File: config.mk
export PLATFORM = sky130hd
export DESIGN_NAME = pwm_capture
export DESIGN_NICKNAME = d
export VERILOG_FILES = /design/src/rtl/pwm_capture.sv
export SDC_FILE = /design/constraint.sdc
export NUM_CORES = 1
export LEC_CHECK = 0
export ABC_CLOCK_PERIOD_IN_PS = 2500
export BUFFER_PORTS_ARGS = -buffer_cell sky130_fd_sc_hd__buf_2
export CAP_MARGIN = 30
export CORE_MARGIN = 10
export CORE_UTILIZATION = 40
export CTS_CLUSTER_SIZE = 20
export DETAILED_ROUTE_END_ITERATION = 8
export PLACE_DENSITY = 0.63
export SYNTH_ARGS = -nofsm -noshare
export SYNTH_HDL_FRONTEND = slang
export SYNTH_SLANG_ARGS = --single-unit
File: constraint.sdc
create_clock -name clk -period 2.5 [get_ports clk]
set_clock_uncertainty 0.1 [all_clocks]
set_input_delay 0.125 -clock clk [delete_from_list [all_inputs] [get_ports clk]]
set_output_delay 0.125 -clock clk [all_outputs]
set_load 0.02 [all_outputs]
File: src/rtl/pwm_capture.sv
// pwm_capture: measures high time and period of an asynchronous PWM input in clk
// cycles and publishes each completed measurement over a valid/ready handshake.
module pwm_capture #(
    parameter int unsigned CNT_W       = 18,
    parameter int unsigned SYNC_STAGES = 2,
    parameter int unsigned TIMEOUT_CYC = (32'd1 << CNT_W) - 32'd1
) (
    input  logic             clk,
    input  logic             reset,
    input  logic             pwm_in,
    output logic [CNT_W-1:0] high_time,
    output logic [CNT_W-1:0] period,
    output logic             meas_valid,
    input  logic             meas_ready,
    output logic             timeout,
    output logic             overrun
);

    localparam logic [CNT_W-1:0] TIMEOUT_VAL = CNT_W'(TIMEOUT_CYC);
    localparam logic [CNT_W-1:0] ARM_LAST    = CNT_W'(SYNC_STAGES);
    localparam logic [CNT_W-1:0] CNT_ONE     = CNT_W'(1);

    localparam logic [2:0] ST_ARM       = 3'd0;
    localparam logic [2:0] ST_WAIT_LOW  = 3'd1;
    localparam logic [2:0] ST_WAIT_RISE = 3'd2;
    localparam logic [2:0] ST_HIGH      = 3'd3;
    localparam logic [2:0] ST_LOW       = 3'd4;

    logic [SYNC_STAGES-1:0] sync_q, sync_d;
    logic                   s_prev_q, s_prev_d;
    logic [2:0]             state_q, state_d;
    logic [CNT_W-1:0]       cnt_q, cnt_d;
    logic [CNT_W-1:0]       hi_lat_q, hi_lat_d;
    logic [CNT_W-1:0]       high_time_q, high_time_d;
    logic [CNT_W-1:0]       period_q, period_d;
    logic                   meas_valid_q, meas_valid_d;
    logic                   timeout_q, timeout_d;
    logic                   overrun_q, overrun_d;

    logic s_c;
    logic rise_c;
    logic fall_c;
    logic publish_c;
    logic abandon_c;

    // Synchroniser chain and edge detection on the synchronised level
    always_comb begin
        sync_d   = {sync_q[SYNC_STAGES-2:0], pwm_in};
        s_c      = sync_q[SYNC_STAGES-1];
        s_prev_d = s_c;
        rise_c   = s_c & ~s_prev_q;
        fall_c   = ~s_c & s_prev_q;
    end

    // Measurement FSM: arm, find a clean low, then time rise->fall->rise
    always_comb begin
        state_d   = state_q;
        cnt_d     = cnt_q;
        hi_lat_d  = hi_lat_q;
        publish_c = 1'b0;
        abandon_c = 1'b0;
        case (state_q)
            ST_ARM: begin
                if (cnt_q == ARM_LAST) begin
                    state_d = ST_WAIT_LOW;
                    cnt_d   = '0;
                end else begin
                    cnt_d = cnt_q + CNT_ONE;
                end
            end
            ST_WAIT_LOW: begin
                if (!s_c) begin
                    state_d = ST_WAIT_RISE;
                end
            end
            ST_WAIT_RISE: begin
                if (rise_c) begin
                    cnt_d   = CNT_ONE;
                    state_d = ST_HIGH;
                end
            end
            ST_HIGH: begin
                if (cnt_q == TIMEOUT_VAL) begin
                    abandon_c = 1'b1;
                    cnt_d     = '0;
                    state_d   = ST_WAIT_LOW;
                end else begin
                    cnt_d = cnt_q + CNT_ONE;
                    if (fall_c) begin
                        hi_lat_d = cnt_q;
                        state_d  = ST_LOW;
                    end
                end
            end
            ST_LOW: begin
                if (cnt_q == TIMEOUT_VAL) begin
                    abandon_c = 1'b1;
                    cnt_d     = '0;
                    state_d   = ST_WAIT_RISE;
                end else if (rise_c) begin
                    publish_c = 1'b1;
                    cnt_d     = CNT_ONE;
                    state_d   = ST_HIGH;
                end else begin
                    cnt_d = cnt_q + CNT_ONE;
                end
            end
            default: begin
                state_d = ST_ARM;
                cnt_d   = '0;
            end
        endcase
    end

    // Output holding register with valid/ready handshake and sticky flags
    always_comb begin
        high_time_d  = high_time_q;
        period_d     = period_q;
        meas_valid_d = meas_valid_q;
        timeout_d    = timeout_q;
        overrun_d    = overrun_q;
        if (publish_c) begin
            if (!meas_valid_q || meas_ready) begin
                high_time_d  = hi_lat_q;
                period_d     = cnt_q;
                meas_valid_d = 1'b1;
                timeout_d    = 1'b0;
            end else begin
                overrun_d = 1'b1;
            end
        end else if (meas_valid_q && meas_ready) begin
            meas_valid_d = 1'b0;
        end
        if (abandon_c) begin
            timeout_d = 1'b1;
        end
    end

    // State registers with synchronous active-high reset
    always_ff @(posedge clk) begin
        if (reset) begin
            sync_q       <= '0;
            s_prev_q     <= 1'b0;
            state_q      <= ST_ARM;
            cnt_q        <= '0;
            hi_lat_q     <= '0;
            high_time_q  <= '0;
            period_q     <= '0;
            meas_valid_q <= 1'b0;
            timeout_q    <= 1'b0;
            overrun_q    <= 1'b0;
        end else begin
            sync_q       <= sync_d;
            s_prev_q     <= s_prev_d;
            state_q      <= state_d;
            cnt_q        <= cnt_d;
            hi_lat_q     <= hi_lat_d;
            high_time_q  <= high_time_d;
            period_q     <= period_d;
            meas_valid_q <= meas_valid_d;
            timeout_q    <= timeout_d;
            overrun_q    <= overrun_d;
        end
    end

    assign high_time  = high_time_q;
    assign period     = period_q;
    assign meas_valid = meas_valid_q;
    assign timeout    = timeout_q;
    assign overrun    = overrun_q;

endmodule

[Yosys cells after proc, flatten, opt, wreduce, memory -nomap -nowiden]
Cells that the tools add are included.
Word-level totals
  output and inout port bits: 39
  word-level logic and storage cells: 68
  bits in registers: 81
  input port bits: 4
Cells by class
  reductions and logical operators: 15
  eq/ne operators: 11
  add/sub/neg operators: 1
  bitwise operators: 7
  multiplexer cells: 24
Operator list (count)
  18-bit two-way mux: 5
  18-bit case mux with 5 select lines: 1
  18-bit by 1-bit adder with 18-bit output, second input constant: 1
  18-bit == test, second input constant: 1
  18-bit by 2-bit == test with 1-bit output, second input constant: 1
  3-bit two-way mux: 6
  3-bit case mux with 5 select lines: 1
  1-bit two-way mux: 11
  2-bit AND reduction: 5
  3-bit by 2-bit == test with 1-bit output, second input constant: 2
  2-bit != test, second input constant: 3
  3-bit AND reduction: 2
  2-bit nonzero test: 3
  1-bit inverter: 5
  3-bit by 1-bit == test with 1-bit output, second input constant: 1
  3-bit == test, second input constant: 1
  3-bit logical NOT: 1
  3-bit != test, second input constant: 1
  1-bit bitwise AND: 2
  2-bit by 1-bit != test with 1-bit output, second input constant: 1
  2-bit OR reduction: 1
  1-bit logical AND: 1
  1-bit logical NOT: 1
  1-bit logical OR: 1

[Depth between registers and ports, before layout]
  depth after elaboration: 7
  mapped depth: 8
  mapped depth without buffers: 7

[Worst setup path after synthesis]
No wires, ideal clock.
  kind: register to register
  start: reg cnt_q[0]
  end: reg cnt_q[17]
  buffers on the path: 2
  data arrival time: 1.843 ns
  setup time: 0.115 ns
  period minus slack after synthesis: 2.058 ns
  path slack: 0.442 ns
  required time: 2.285 ns
  cell stages (with the launch flop): 9
  path through: dfxtp_1 > ha_1 > nand4_1 > nor4_4 > buf_6 > a22oi_2 > o31ai_4 > buf_6 > nor2_2
On the way
  cells in the longest elaborated chain, start to end: 4
  elaborated cells between the ends (all ways): 8
  those cells by class: add/sub: 1; eq/ne: 2; mux: 5
Ends and longest elaborated chain
  start: declaration: RTL line 32  | logic [CNT_W-1:0] cnt_q, cnt_d;
  start signal: assignment: RTL line 156  | cnt_q <= cnt_d;
  18-bit by 1-bit adder with 18-bit output: RTL line 68, 88, 105
  18-bit two-way mux: RTL line 100  | end else if (rise_c) begin
  18-bit two-way mux: RTL line 96  | if (cnt_q == TIMEOUT_VAL) begin
  18-bit case mux with 5 select lines (*): RTL line 62  | case (state_q)
Mark *: on every way between the ends. The rest lies on a longest branch, timed or not.
A chain may end at the register's enable or synchronous reset.

[Worst setup path in the final report]
  start: reg cnt_q[0]
  end: reg state_q[0]
On the way
  cells in the longest elaborated chain, start to end: 3
  elaborated cells between the ends (all ways): 8
  those cells by class: eq/ne: 4; mux: 3; reduce/logical: 1
Ends and longest elaborated chain
  18-bit == test / 18-bit by 2-bit == test with 1-bit output (equally long branches): RTL line 83, 96, 64
  3-bit two-way mux (tied with other cells): RTL line 96
  3-bit case mux with 5 select lines / 3-bit AND reduction (equally long branches)
  end signal: assignment: RTL line 155  | state_q <= state_d;
  end: declaration: RTL line 31  | logic [2:0] state_q, state_d;
Parallel ways exist; a longest one is shown, timed or not.

==> qor.csv <==
stage;metric;value;unit
setup_path;critical path startpoint category;flip-flop;
layout;Filler cells;843;
pwr;Sw Share;0.2796;
floorplanning;Starting Density;0.4132;
cts;root buf cell;clkbuf_8;
floorplanning;I/O pins;43;
global_route;vias in the first global route;2980;
logic_synthesis;share of the synthesized area in the top cell type;0.4478;
cts;Setup Buffers After CTS;0;
floorplanning;die area;13260;µm²
route;ANT nets after route;0;
setup_path;CP endpoint kind;flip-flop;
logic_synthesis;Post-Syn Area;3621;µm²
pwr;clock power share;0.376;
run_status;status;finished, final reports clean;
global_route;initial antenna violation count;0;
sta;fmax;424.3;MHz
pwr;Peak VDD IR;414.8;µV
sta;final hold vios;0;
sta;slack of the critical path;0.1431;ns
sta;Final Setup Violations;0;
sta;Slew @ Worst Pin;0.7156;ns
floorplanning;DIE HEIGHT;115.1;µm
logic_synthesis;area leader, netlist;dfxtp_1;
floorplanning;Die Span X;115.1;µm
pwr;sw power;0.9344;mW
global_route;first-pass GRT wire length;14.92;mm
setup_path;Required @ worst endpoint;2.67;ns
cts;Num CTS Buffers;9;
logic_synthesis;Most used DFF post-synth;dfxtp_1;
cts;H-tree lvl count;3;
logic_synthesis;FF+latch count, synth;81;
logic_synthesis;Mapped Cells;419;
route;post-DR vias/cell;5.289;
pwr;Leak;1.694;nW
route;Post-Route WL;8.986;mm
sta;slew margin rel.;0.5214;
pwr;design internal power;2.407;mW
logic_synthesis;Synthesis Warnings;0;
flow_run;max_cap viols;0;
worst_hold_path;Hold Crit Class;input pin to flip-flop;
place;dpl ws;0.1520;ns
floorplanning;CORE AREA;8763;µm²
sta;max-slew violation count;0;
logic_synthesis;sequential share of the synthesized area;0.4478;
floorplanning;site row count;34;
place;dpl hpwl;6.401;mm
global_route;Tot GR Track Use;0.1368;
pwr;overall power;3.342;mW
logic_synthesis;Synth top cells by count;81 x dfxtp_1, 80 x nand2_1, 48 x a21oi_1;
logic_synthesis;syn_nets;425;
global_route;total congestion overflow;0;
global_route;maximum number of pins on one net before global-route repair;34;
sta;crit share post-route;0.9428;
place;placed cell count;575;
logic_synthesis;most numerous cell in the Yosys netlist;dfxtp_1;
cts;clk slew on worst S/H paths;0.08;ns
layout;Layout Cells excl Fill;591;
route;TritonRoute pass-1 iters;4;
logic_synthesis;post-synthesis average cell area;8.642;µm²
logic_synthesis;Synth cell types;60;
logic_synthesis;ys async rst share;0;
layout;area delta synth->final;22.29;%
cts;CTS tree;built;
cts;clock buffer depth;2;
setup_path;Data arrival, critical path;2.52;ns
sta;setup TNS;0;ns
route;wire per inst;15.20;µm
setup_path;crit path kind;flip-flop to flip-flop;
layout;Layout Nets;485;
pwr;Comb pwr share;0.223;
setup_path;worst-path fanout max;7;
layout;n_diodes;0;
place;PortBufs;42;
sta;Period minus WS final;2.357;ns
logic_synthesis;EDFF count, synth;0;
pwr;PD cells;754.7;nW/µm²
place;gpl congestion;0.8829;
cts;clock latency on the worst-skew pair;0.35;ns
logic_synthesis;top area cells in the synthesized netlist;dfxtp_1 45%, nand2_1 8.3%, a21oi_1 6.6%;
route;routed via count;3126;
layout;proportion of layout cells with a drive suffix above 1;0.2588;
route;Initial DRC Count;199;
sta;RSZ-0062 raised after global routing;no;
pwr;Reg power frac;0.401;
cts;clock sink total;81;
route;DRC;0;
==> final timing paths <==
path,startpoint,endpoint,slack [ns],cells past startpoint
worst max-delay path,cnt_q[0]$_SDFFE_PP0P_,state_q[0]$_SDFFE_PP0P_,0.14,8
worst min-delay path,meas_ready,meas_valid$_SDFFE_PP0P_,0.04,4
worst max register to register,cnt_q[0]$_SDFFE_PP0P_,state_q[0]$_SDFFE_PP0P_,0.14,8
worst min register to register,hi_lat_q[7]$_SDFFE_PP0P_,high_time[7]$_SDFFE_PP0P_,0.35,2
==> layout by cell type (no fill, tap or decap), types with 4 or more instances in the layout <==
master and n:
clkbuf_8 9, inv_1 7, nand3_1 4, a21oi_1 48, buf_4 38, nor2_1 33
o211ai_1 7, nand4_1 4, o2111ai_1 5, mux2i_1 18, nor3_1 6, buf_2 42
o21ai_0 10, bufinv_16 4, nor2b_1 8, nand2_1 80, dfxtp_1 81, nor2_2 11
xor2_1 9, a211oi_1 5
==> kinds of logic after synthesis <==
logic type | count (synthesis) | share of synthesized area
AND/OR/NAND/NOR | 167 | 0.2250
AO/OA/AOI/OAI | 99 | 0.1894
flip-flops | 81 | 0.4478
buffers and inverters | 42 | 0.05701
multiplexers | 18 | 0.04976
XOR/XNOR | 10 | 0.02419
adder cells (fa/ha/maj) | 2 | 0.006910
==> power groups by stage <==
stage,combinational (mW),sequential [mW],clock (mW)
6_report,0.747,1.34,1.25
5_1_grt,0.811,1.35,1.33
4_1_cts,0.723,1.34,1.28
3_5_place_dp,0.719,1.37,0
3_3_place_gp,0.711,1.37,0
2_1_floorplan,0.459,1.39,0
==> routing by layer <==
layer	vias up	part of all wire	global-route usage
met5	-	0	0
met4	0	0.011	0.04043
met3	10	0.067	0.04219
met2	94	0.46	0.2173
met1	1453	0.46	0.1740
li1	1569	-	-
==> repair_timing <==
action / CTS / global route
gates resized for setup: 0 / 1
setup endpoints to repair: 0 / 1
hold endpoints to repair: 1 / 0
hold buffers: 1 / 0
==> metrics by stage <==
stage          utilization  area, µm²  hold WS, ns
2_1_floorplan            -       3621       0.1532
3_3_place_gp        0.4714       4131       0.2468
3_5_place_dp        0.4727       4143       0.2483
4_1_cts             0.5040       4417      0.02675
5_1_grt             0.5053       4428      0.07656
6_report            0.5053       4428      0.04181
==> layout make-up <==
| class | instances | area, µm² | area share |
|---|---|---|---|
| Clock buffer | 9 | 123.9 | 0.02797 |
| Clock inverter | 6 | 140.1 | 0.03165 |
| Inverter | 7 | 26.28 | 0.005934 |
| Multi-Input combinational cell | 296 | 1824 | 0.4120 |
| Sequential cell | 81 | 1622 | 0.3662 |
| Tap cell | 108 | 135.1 | 0.03052 |
| Timing Repair Buffer | 84 | 556.8 | 0.1257 |
==> critical path: stages, from the launching register on <==
cell and delay, ns:
dfxtp_1 0.32, buf_4 0.16, inv_1 0.07, ha_1 0.16
nor4b_2 0.18, nand4_1 0.17, o41a_4 0.45, or4_4 0.56
o32ai_4 0.10
==> flip-flops by register name, indices dropped and copies added (netlist names), 2 cells and up <==
signal and count:
cnt_q 18, high_time 18, state_q 3, hi_lat_q 18
sync_q 2, period 18
Power figures use the tool's default switching activity.
